$ cat config.mk
export PLATFORM = sky130hd
export DESIGN_NAME = fast_square_tx_flat
export DESIGN_NICKNAME = d
export VERILOG_FILES = /design/src/rtl/fast_square_tx_if.sv /design/src/rtl/fast_square_tx.sv /design/src/flat_wrapper.sv
export SDC_FILE = /design/constraint.sdc
export NUM_CORES = 2
export LEC_CHECK = 0
export ABC_AREA = 1
export CAP_MARGIN = 20
export CORE_MARGIN = 10
export CORE_UTILIZATION = 45
export DETAILED_ROUTE_END_ITERATION = 10
export GPL_ROUTABILITY_DRIVEN = 0
export GPL_TIMING_DRIVEN = 1
export PLACE_DENSITY = 0.59
export SYNTH_ARGS = -nofsm -noshare
export SYNTH_HDL_FRONTEND = slang
export SYNTH_SLANG_ARGS = --single-unit
$ cat constraint.sdc
create_clock -name clock_i -period 22.3 [get_ports clock_i]
set_input_delay 4.46 -clock clock_i [delete_from_list [all_inputs] [get_ports clock_i]]
set_output_delay 4.46 -clock clock_i [all_outputs]
set_load 0.01 [all_outputs]
$ cat src/rtl/fast_square_tx_if.sv
// Settings bus, sweep control and I/Q/handshake outputs of the fast-square transmitter.
interface fast_square_tx_if;
    logic        [6:0]  serial_addr;
    logic        [31:0] serial_data;
    logic               serial_strobe;
    logic               start;
    logic               stop;
    logic signed [15:0] i_out;
    logic signed [15:0] q_out;
    logic               record;
    logic               freq_step;
    logic               busy;
    logic               done;

    modport master (
        output serial_addr, serial_data, serial_strobe, start, stop,
        input  i_out, q_out, record, freq_step, busy, done
    );

    modport slave (
        input  serial_addr, serial_data, serial_strobe, start, stop,
        output i_out, q_out, record, freq_step, busy, done
    );
endinterface

$ cat src/rtl/fast_square_tx.sv
// Four-tone square-wave I/Q sweep generator. Tones sit at {-3f, -f, +f, +3f} and are stepped
// after every dwell with the same arithmetic the fast-square receiver uses.
module fast_square_tx #(
    parameter logic [6:0]  SubcarrierFreqAddr = 7'd1,
    parameter logic [6:0]  DwellAddr          = 7'd3,
    parameter logic [6:0]  CtrlAddr           = 7'd4,
    parameter logic [6:0]  AmpAddr            = 7'd5,
    parameter int unsigned NumSubcarriers     = 4
) (
    input logic               clock_i,
    input logic               reset_i,
    fast_square_tx_if.slave   bus
);

    typedef enum logic [1:0] {StIdle, StDwell, StGap} state_e;

    // Settings-bus shadow registers (deliberately not reset)
    logic [31:0] sub_freq_set_q;
    logic [15:0] dwell_set_q;
    logic [15:0] gap_set_q;
    logic [7:0]  steps_set_q;
    logic        cont_set_q;
    logic [12:0] amp_set_q;

    // Working copies captured at start
    logic [31:0] base_q;
    logic [15:0] dwell_last_q;
    logic [15:0] gap_last_q;
    logic [7:0]  step_last_q;
    logic        cont_q;
    logic [12:0] amp_q;
    logic [31:0] step_small_q;
    logic [31:0] step_large_q;

    state_e             state_q, state_d;
    logic [15:0]        cnt_q, cnt_d;
    logic [7:0]         step_ctr_q, step_ctr_d;
    logic [31:0]        freq_q  [NumSubcarriers];
    logic [31:0]        freq_d  [NumSubcarriers];
    logic [31:0]        phase_q [NumSubcarriers];
    logic [31:0]        phase_d [NumSubcarriers];
    logic signed [15:0] i_out_q, i_out_d;
    logic signed [15:0] q_out_q, q_out_d;
    logic               done_q, done_d;

    logic               start_acc;
    logic               load_base;
    logic               do_step;
    logic               freq_step;
    logic [31:0]        base_src;
    logic [31:0]        step_inc;
    logic signed [15:0] i_sum, q_sum;
    logic signed [15:0] amp_s;
    logic               unused_ctrl_bits;

    assign unused_ctrl_bits = ^bus.serial_data[30:24];

    // stop wins over start; start is only honoured from idle
    assign start_acc = bus.start && !bus.stop && (state_q == StIdle);

    // Settings bus writes
    always_ff @(posedge clock_i) begin
        if (bus.serial_strobe) begin
            if (bus.serial_addr == SubcarrierFreqAddr) sub_freq_set_q <= bus.serial_data;
            if (bus.serial_addr == DwellAddr)          dwell_set_q    <= bus.serial_data[15:0];
            if (bus.serial_addr == CtrlAddr) begin
                gap_set_q   <= bus.serial_data[15:0];
                steps_set_q <= bus.serial_data[23:16];
                cont_set_q  <= bus.serial_data[31];
            end
            if (bus.serial_addr == AmpAddr)            amp_set_q      <= bus.serial_data[12:0];
        end
    end

    // Snapshot settings on an accepted start; a same-cycle write is seen only by the next start
    always_ff @(posedge clock_i) begin
        if (start_acc) begin
            base_q       <= sub_freq_set_q;
            dwell_last_q <= (dwell_set_q == 16'd0) ? 16'd0 : dwell_set_q - 16'd1;
            gap_last_q   <= (gap_set_q == 16'd0) ? 16'd0 : gap_set_q - 16'd1;
            step_last_q  <= steps_set_q - 8'd1;  // 0 wraps to 255, i.e. 256 steps
            cont_q       <= cont_set_q;
            amp_q        <= amp_set_q;
            step_small_q <= 32'h8000_0000 - ((sub_freq_set_q << 2) + (sub_freq_set_q << 1));
            step_large_q <= 32'h8000_0000 - (sub_freq_set_q << 3);
        end
    end

    // Sweep FSM: next state, counters and handshake pulses
    always_comb begin
        state_d    = state_q;
        cnt_d      = cnt_q;
        step_ctr_d = step_ctr_q;
        done_d     = 1'b0;
        load_base  = 1'b0;
        do_step    = 1'b0;
        freq_step  = 1'b0;
        unique case (state_q)
            StIdle: begin
                if (start_acc) begin
                    state_d    = StDwell;
                    cnt_d      = 16'd0;
                    step_ctr_d = 8'd0;
                    load_base  = 1'b1;
                end
            end
            StDwell: begin
                if (cnt_q == dwell_last_q) begin
                    state_d = StGap;
                    cnt_d   = 16'd0;
                end else begin
                    cnt_d = cnt_q + 16'd1;
                end
            end
            StGap: begin
                if (cnt_q == 16'd0) begin
                    freq_step = 1'b1;
                    do_step   = 1'b1;
                end
                if (cnt_q == gap_last_q) begin
                    cnt_d = 16'd0;
                    if (step_ctr_q == step_last_q) begin
                        if (cont_q) begin
                            load_base  = 1'b1;
                            step_ctr_d = 8'd0;
                            state_d    = StDwell;
                        end else begin
                            done_d  = 1'b1;
                            state_d = StIdle;
                        end
                    end else begin
                        step_ctr_d = step_ctr_q + 8'd1;
                        state_d    = StDwell;
                    end
                end else begin
                    cnt_d = cnt_q + 16'd1;
                end
            end
            default: state_d = StIdle;
        endcase
        if (bus.stop) begin
            state_d    = StIdle;
            cnt_d      = 16'd0;
            step_ctr_d = 8'd0;
            done_d     = 1'b0;
            load_base  = 1'b0;
            do_step    = 1'b0;
            freq_step  = 1'b0;
        end
    end

    // Tone frequencies, phase accumulators and output sample
    always_comb begin
        base_src = (state_q == StIdle) ? sub_freq_set_q : base_q;
        step_inc = ($signed(freq_q[1]) > $signed(32'd0 - step_small_q)) ? step_large_q
                                                                          : step_small_q;
        for (int k = 0; k < NumSubcarriers; k++) begin
            freq_d[k] = freq_q[k];
            if (do_step) freq_d[k] = freq_q[k] + step_inc;
            // Phases advance only between dwell clocks, so every dwell starts from phase 0
            phase_d[k] = (state_q == StDwell && state_d == StDwell) ? phase_q[k] + freq_q[k]
                                                                    : 32'd0;
        end
        if (load_base) begin
            freq_d[0] = 32'd0 - ((base_src << 1) + base_src);
            freq_d[1] = 32'd0 - base_src;
            freq_d[2] = base_src;
            freq_d[3] = (base_src << 1) + base_src;
        end
        amp_s = $signed({3'b000, amp_q});
        i_sum = 16'sd0;
        q_sum = 16'sd0;
        for (int k = 0; k < NumSubcarriers; k++) begin
            i_sum = phase_q[k][31] ? i_sum - amp_s : i_sum + amp_s;
            q_sum = (phase_q[k][31] ^ phase_q[k][30]) ? q_sum - amp_s : q_sum + amp_s;
        end
        i_out_d = (state_q == StDwell && !bus.stop) ? i_sum : 16'sd0;
        q_out_d = (state_q == StDwell && !bus.stop) ? q_sum : 16'sd0;
    end

    // State register with synchronous reset
    always_ff @(posedge clock_i) begin
        if (reset_i) begin
            state_q    <= StIdle;
            cnt_q      <= 16'd0;
            step_ctr_q <= 8'd0;
            i_out_q    <= 16'sd0;
            q_out_q    <= 16'sd0;
            done_q     <= 1'b0;
            for (int k = 0; k < NumSubcarriers; k++) begin
                freq_q[k]  <= 32'd0;
                phase_q[k] <= 32'd0;
            end
        end else begin
            state_q    <= state_d;
            cnt_q      <= cnt_d;
            step_ctr_q <= step_ctr_d;
            i_out_q    <= i_out_d;
            q_out_q    <= q_out_d;
            done_q     <= done_d;
            for (int k = 0; k < NumSubcarriers; k++) begin
                freq_q[k]  <= freq_d[k];
                phase_q[k] <= phase_d[k];
            end
        end
    end

    assign bus.i_out     = i_out_q;
    assign bus.q_out     = q_out_q;
    assign bus.record    = (state_q == StDwell);
    assign bus.busy      = (state_q != StIdle);
    assign bus.freq_step = freq_step;
    assign bus.done      = done_q;

endmodule
$ cat src/flat_wrapper.sv
// flat-port wrapper written by rule: the top's interface ports become plain ports
module fast_square_tx_flat 
#(
    parameter logic [6:0]  SubcarrierFreqAddr = 7'd1,
    parameter logic [6:0]  DwellAddr          = 7'd3,
    parameter logic [6:0]  CtrlAddr           = 7'd4,
    parameter logic [6:0]  AmpAddr            = 7'd5,
    parameter int unsigned NumSubcarriers     = 4
)
  (clock_i, reset_i, bus_serial_addr, bus_serial_data, bus_serial_strobe, bus_start, bus_stop, bus_i_out, bus_q_out, bus_record, bus_freq_step, bus_busy, bus_done);
  fast_square_tx_if bus_i ();
  input logic clock_i;
  input logic reset_i;
  input wire logic [$bits(bus_i.serial_addr)-1:0] bus_serial_addr;
  input wire logic [$bits(bus_i.serial_data)-1:0] bus_serial_data;
  input wire logic [$bits(bus_i.serial_strobe)-1:0] bus_serial_strobe;
  input wire logic [$bits(bus_i.start)-1:0] bus_start;
  input wire logic [$bits(bus_i.stop)-1:0] bus_stop;
  output wire logic [$bits(bus_i.i_out)-1:0] bus_i_out;
  output wire logic [$bits(bus_i.q_out)-1:0] bus_q_out;
  output wire logic [$bits(bus_i.record)-1:0] bus_record;
  output wire logic [$bits(bus_i.freq_step)-1:0] bus_freq_step;
  output wire logic [$bits(bus_i.busy)-1:0] bus_busy;
  output wire logic [$bits(bus_i.done)-1:0] bus_done;
  assign bus_i.serial_addr = bus_serial_addr;
  assign bus_i.serial_data = bus_serial_data;
  assign bus_i.serial_strobe = bus_serial_strobe;
  assign bus_i.start = bus_start;
  assign bus_i.stop = bus_stop;
  assign bus_i_out = bus_i.i_out;
  assign bus_q_out = bus_i.q_out;
  assign bus_record = bus_i.record;
  assign bus_freq_step = bus_i.freq_step;
  assign bus_busy = bus_i.busy;
  assign bus_done = bus_i.done;
  fast_square_tx #(.SubcarrierFreqAddr(SubcarrierFreqAddr), .DwellAddr(DwellAddr), .CtrlAddr(CtrlAddr), .AmpAddr(AmpAddr), .NumSubcarriers(NumSubcarriers)) u_core (.clock_i(clock_i), .reset_i(reset_i), .bus(bus_i));
endmodule
==> metrics.txt <==
Leak Pwr=0.0230 uW; CTS tree=built; Setup TNS=0 ns; Layout area overhead=10.5%; Tightest Pin Transition=1.15 ns; # Post-CTS Setup Buffers=0; cts bufs inserted=69; final setup fails=0; Net Sw Frac=0.343; relative slew slack=0.228; critical path class=in -> out; row count=115; leading area contributor after synthesis=edfxtp_1; fmax=94.1 MHz; WHS=0.418 ns; first-pass GRT wire length=228000 um; CTS clk-pin slew, worst paths=0.05 ns; clk sinks=540; top cells by count, synth=nand2_1 (1333), inv_1 (743), a21oi_1 (702); number of port buffers=77; main area contributors after synthesis=edfxtp_1 (15%), ha_1 (14%), dfxtp_1 (14%); Clk pwr share=0.387; filler cell count=9894; clock tree buffer depth=3; Final Slew Violations=0; ys async rst share=0; switching power=1060 uW; total track usage=0.257; Overall Power=3100 uW; Pint=2030 uW; Reg area=13100 um^2; Pwr per Cell Area=62.2 nW/um^2; crit start category=primary input; Yosys cell types=76; CP Capture Type=output port; CP Data Required Time=17.84 ns; die area=113000 um^2; area of the multi-input gates=28600 um^2; Final period util=0.476; Setup crit end=bus_freq_step; H-tree depth=3; RR Startpoint=u_core.step_small_q[2]$_DFFE_PP_; endpoints failing hold=0; GRT overflow=0; #FFs+latches synth=540; Synth Instances=6338; Initial Util=0.456; hold path cells=0; post-synthesis sequential area ratio=0.291; min-delay worst type=reg -> reg; critical path arrival=6.16 ns; CTS Hold Bufs=0; CP Launch Point=bus_stop; maximum fanout count along the critical path=5; final core occ=0.504; routed length per placed instance=19.4 um; DRC viols=0; register share of total power=0.353; min Tclk post-route=10.62 ns; vias in the first global route=39300; largest net degree at the start of global routing=146; share of the synthesized area in the top cell type=0.153; via count=43600; Post-synth EDFFs=230; core area=98900 um^2; Main synth FF type=dfxtp_1; clk_skew=0.0204 ns; most common cell in the netlist=nand2_1; initial DRC count=4146; die width=336 um; Max VDD drop=0.0571 mV; RSZ-0062 raised after global routing=no; Final ANT Viol Nets=0; routed wire length=150000 um; Detailed Place HPWL=117000 um; combinational power share=0.260; Reg-to-Reg End=u_core.freq_q[0][51]$_SDFFE_PP0P_; synthesized area=45000 um^2; root buffer cell=clkbuf_16; synth warn=0; share of cells above drive strength 1=0.0428; status=finished clean; initial antenna violation count=8; clk_lat worst skew=0.65 ns; Max-Cap Viols=0; # IOs=80; R2R Setup Slk=13.86 ns; Mean Syn Cell Area=7.11 um^2; router iterations before antenna repair=6; Die Ht=336 um; Net count, final=6968; vias per cell=5.63; R2R depth=32; post-CTS sizing=0
final cells by class:
class,instances,share of cell area
clock buffers,87,0.0389
well taps,1287,0.0324
multi-input cells,4919,0.575
inverters,755,0.0570
clock inverters,37,0.00928
repair buffers,131,0.0239
diodes,2,0.000101
flip-flops and latches,540,0.263
cells by family after synthesis:
logic type,synth area share
adders and majority gates,0.142
AOI/OAI and AO/OA,0.192
DFF,0.291
buffers and inverters,0.0752
and+or+nand+nor,0.237
xor gates and xnor gates,0.0623
other,0.0000832
state kept, by name, summed over array words and instances (netlist names):
register,flops
u_core.step_ctr_q,8
u_core.amp_set_q,13
u_core.bus.done,1
u_core.cnt_q,16
u_core.phase_q,128
u_core.state_q,2
u_core.bus.i_out,15
u_core.base_q,31
u_core.gap_set_q,16
u_core.dwell_set_q,16
u_core.step_last_q,8
u_core.amp_q,13
u_core.steps_set_q,8
u_core.dwell_last_q,16
u_core.bus.q_out,15
u_core.freq_q,125
u_core.gap_last_q,16
u_core.sub_freq_set_q,32
u_core.cont_q,1
u_core.cont_set_q,1
u_core.step_large_q,28
u_core.step_small_q,31
critical path, stage by stage:
cell and delay [ns]:
clkdlybuf4s50_1 0.42, inv_1 0.17, nand2_1 0.09, nor4_2 0.41, clkdlybuf4s50_1 0.62
power groups by stage:
stage	Combinational, uW	Clock, uW	Sequential [uW]
finish	805	1200	1090
global route	893	1260	1090
CTS	786	1220	1090
detailed placement	781	0	1110
global placement	776	0	1110
floorplan	556	0	1100
through the flow:
stage | setup WS, ns | cell area [um^2] | cells
detailed placement | 11.66 | 47400 | 7631
global placement | 11.69 | 47300 | 7630
CTS | 11.66 | 49800 | 7755
finish | 11.68 | 49800 | 7758
global route | 11.58 | 49800 | 7756
floorplan | 9.85 | 45100 | 6339
layer usage:
| layer | global-route usage | vias to the layer above | routed length, um |
|---|---|---|---|
| li1 | - | 21800 | - |
| met1 | 0.360 | 20000 | 68000 |
| met2 | 0.387 | 1540 | 62500 |
| met3 | 0.0473 | 287 | 13300 |
| met4 | 0.103 | 4 | 6650 |
| met5 | 0 | - | 25 |
worst min path at each step:
stage	from	end	slack, ns
finish	u_core.amp_set_q[1]$_DFFE_PP_	u_core.amp_q[1]$_DFFE_PP_	0.42
global route	u_core.amp_set_q[1]$_DFFE_PP_	u_core.amp_q[1]$_DFFE_PP_	0.43
CTS	u_core.amp_set_q[10]$_DFFE_PP_	u_core.amp_q[10]$_DFFE_PP_	0.42
detailed placement	u_core.amp_set_q[5]$_DFFE_PP_	u_core.amp_q[5]$_DFFE_PP_	0.40
global placement	u_core.amp_set_q[10]$_DFFE_PP_	u_core.amp_q[10]$_DFFE_PP_	0.40
floorplan	u_core.amp_set_q[0]$_DFFE_PP_	u_core.amp_q[0]$_DFFE_PP_	0.40
cell usage in the layout, fill, tap and decap left out, types with 7 or more instances in the layout:
master	netlist	final
bufinv_16	0	9
nor4_1	32	31
nor3_1	84	84
o21ai_1	83	87
dfxtp_1	310	310
inv_1	743	742
nor2_1	567	565
clkbuf_16	0	72
ha_1	503	502
or2_2	25	25
a21o_1	18	18
clkdlybuf4s50_1	0	76
nand3_1	321	321
nand3b_1	33	33
o21bai_1	27	27
and3_1	8	8
a211oi_1	18	18
nor2_2	10	10
o21ai_0	481	474
a21oi_1	702	702
xnor2_1	71	69
clkinv_2	1	16
buf_4	10	52
o21a_1	62	62
nand2_1	1333	1331
clkbuf_8	0	8
edfxtp_1	230	230
o211ai_1	20	20
nand4_1	62	62
a21boi_1	8	8
a21boi_0	7	7
xor2_1	240	240
inv_2	10	10
clkbuf_1	70	7
o221ai_1	18	18
a31oi_1	82	82
o31ai_1	11	11
Power figures use the tool's default switching activity.
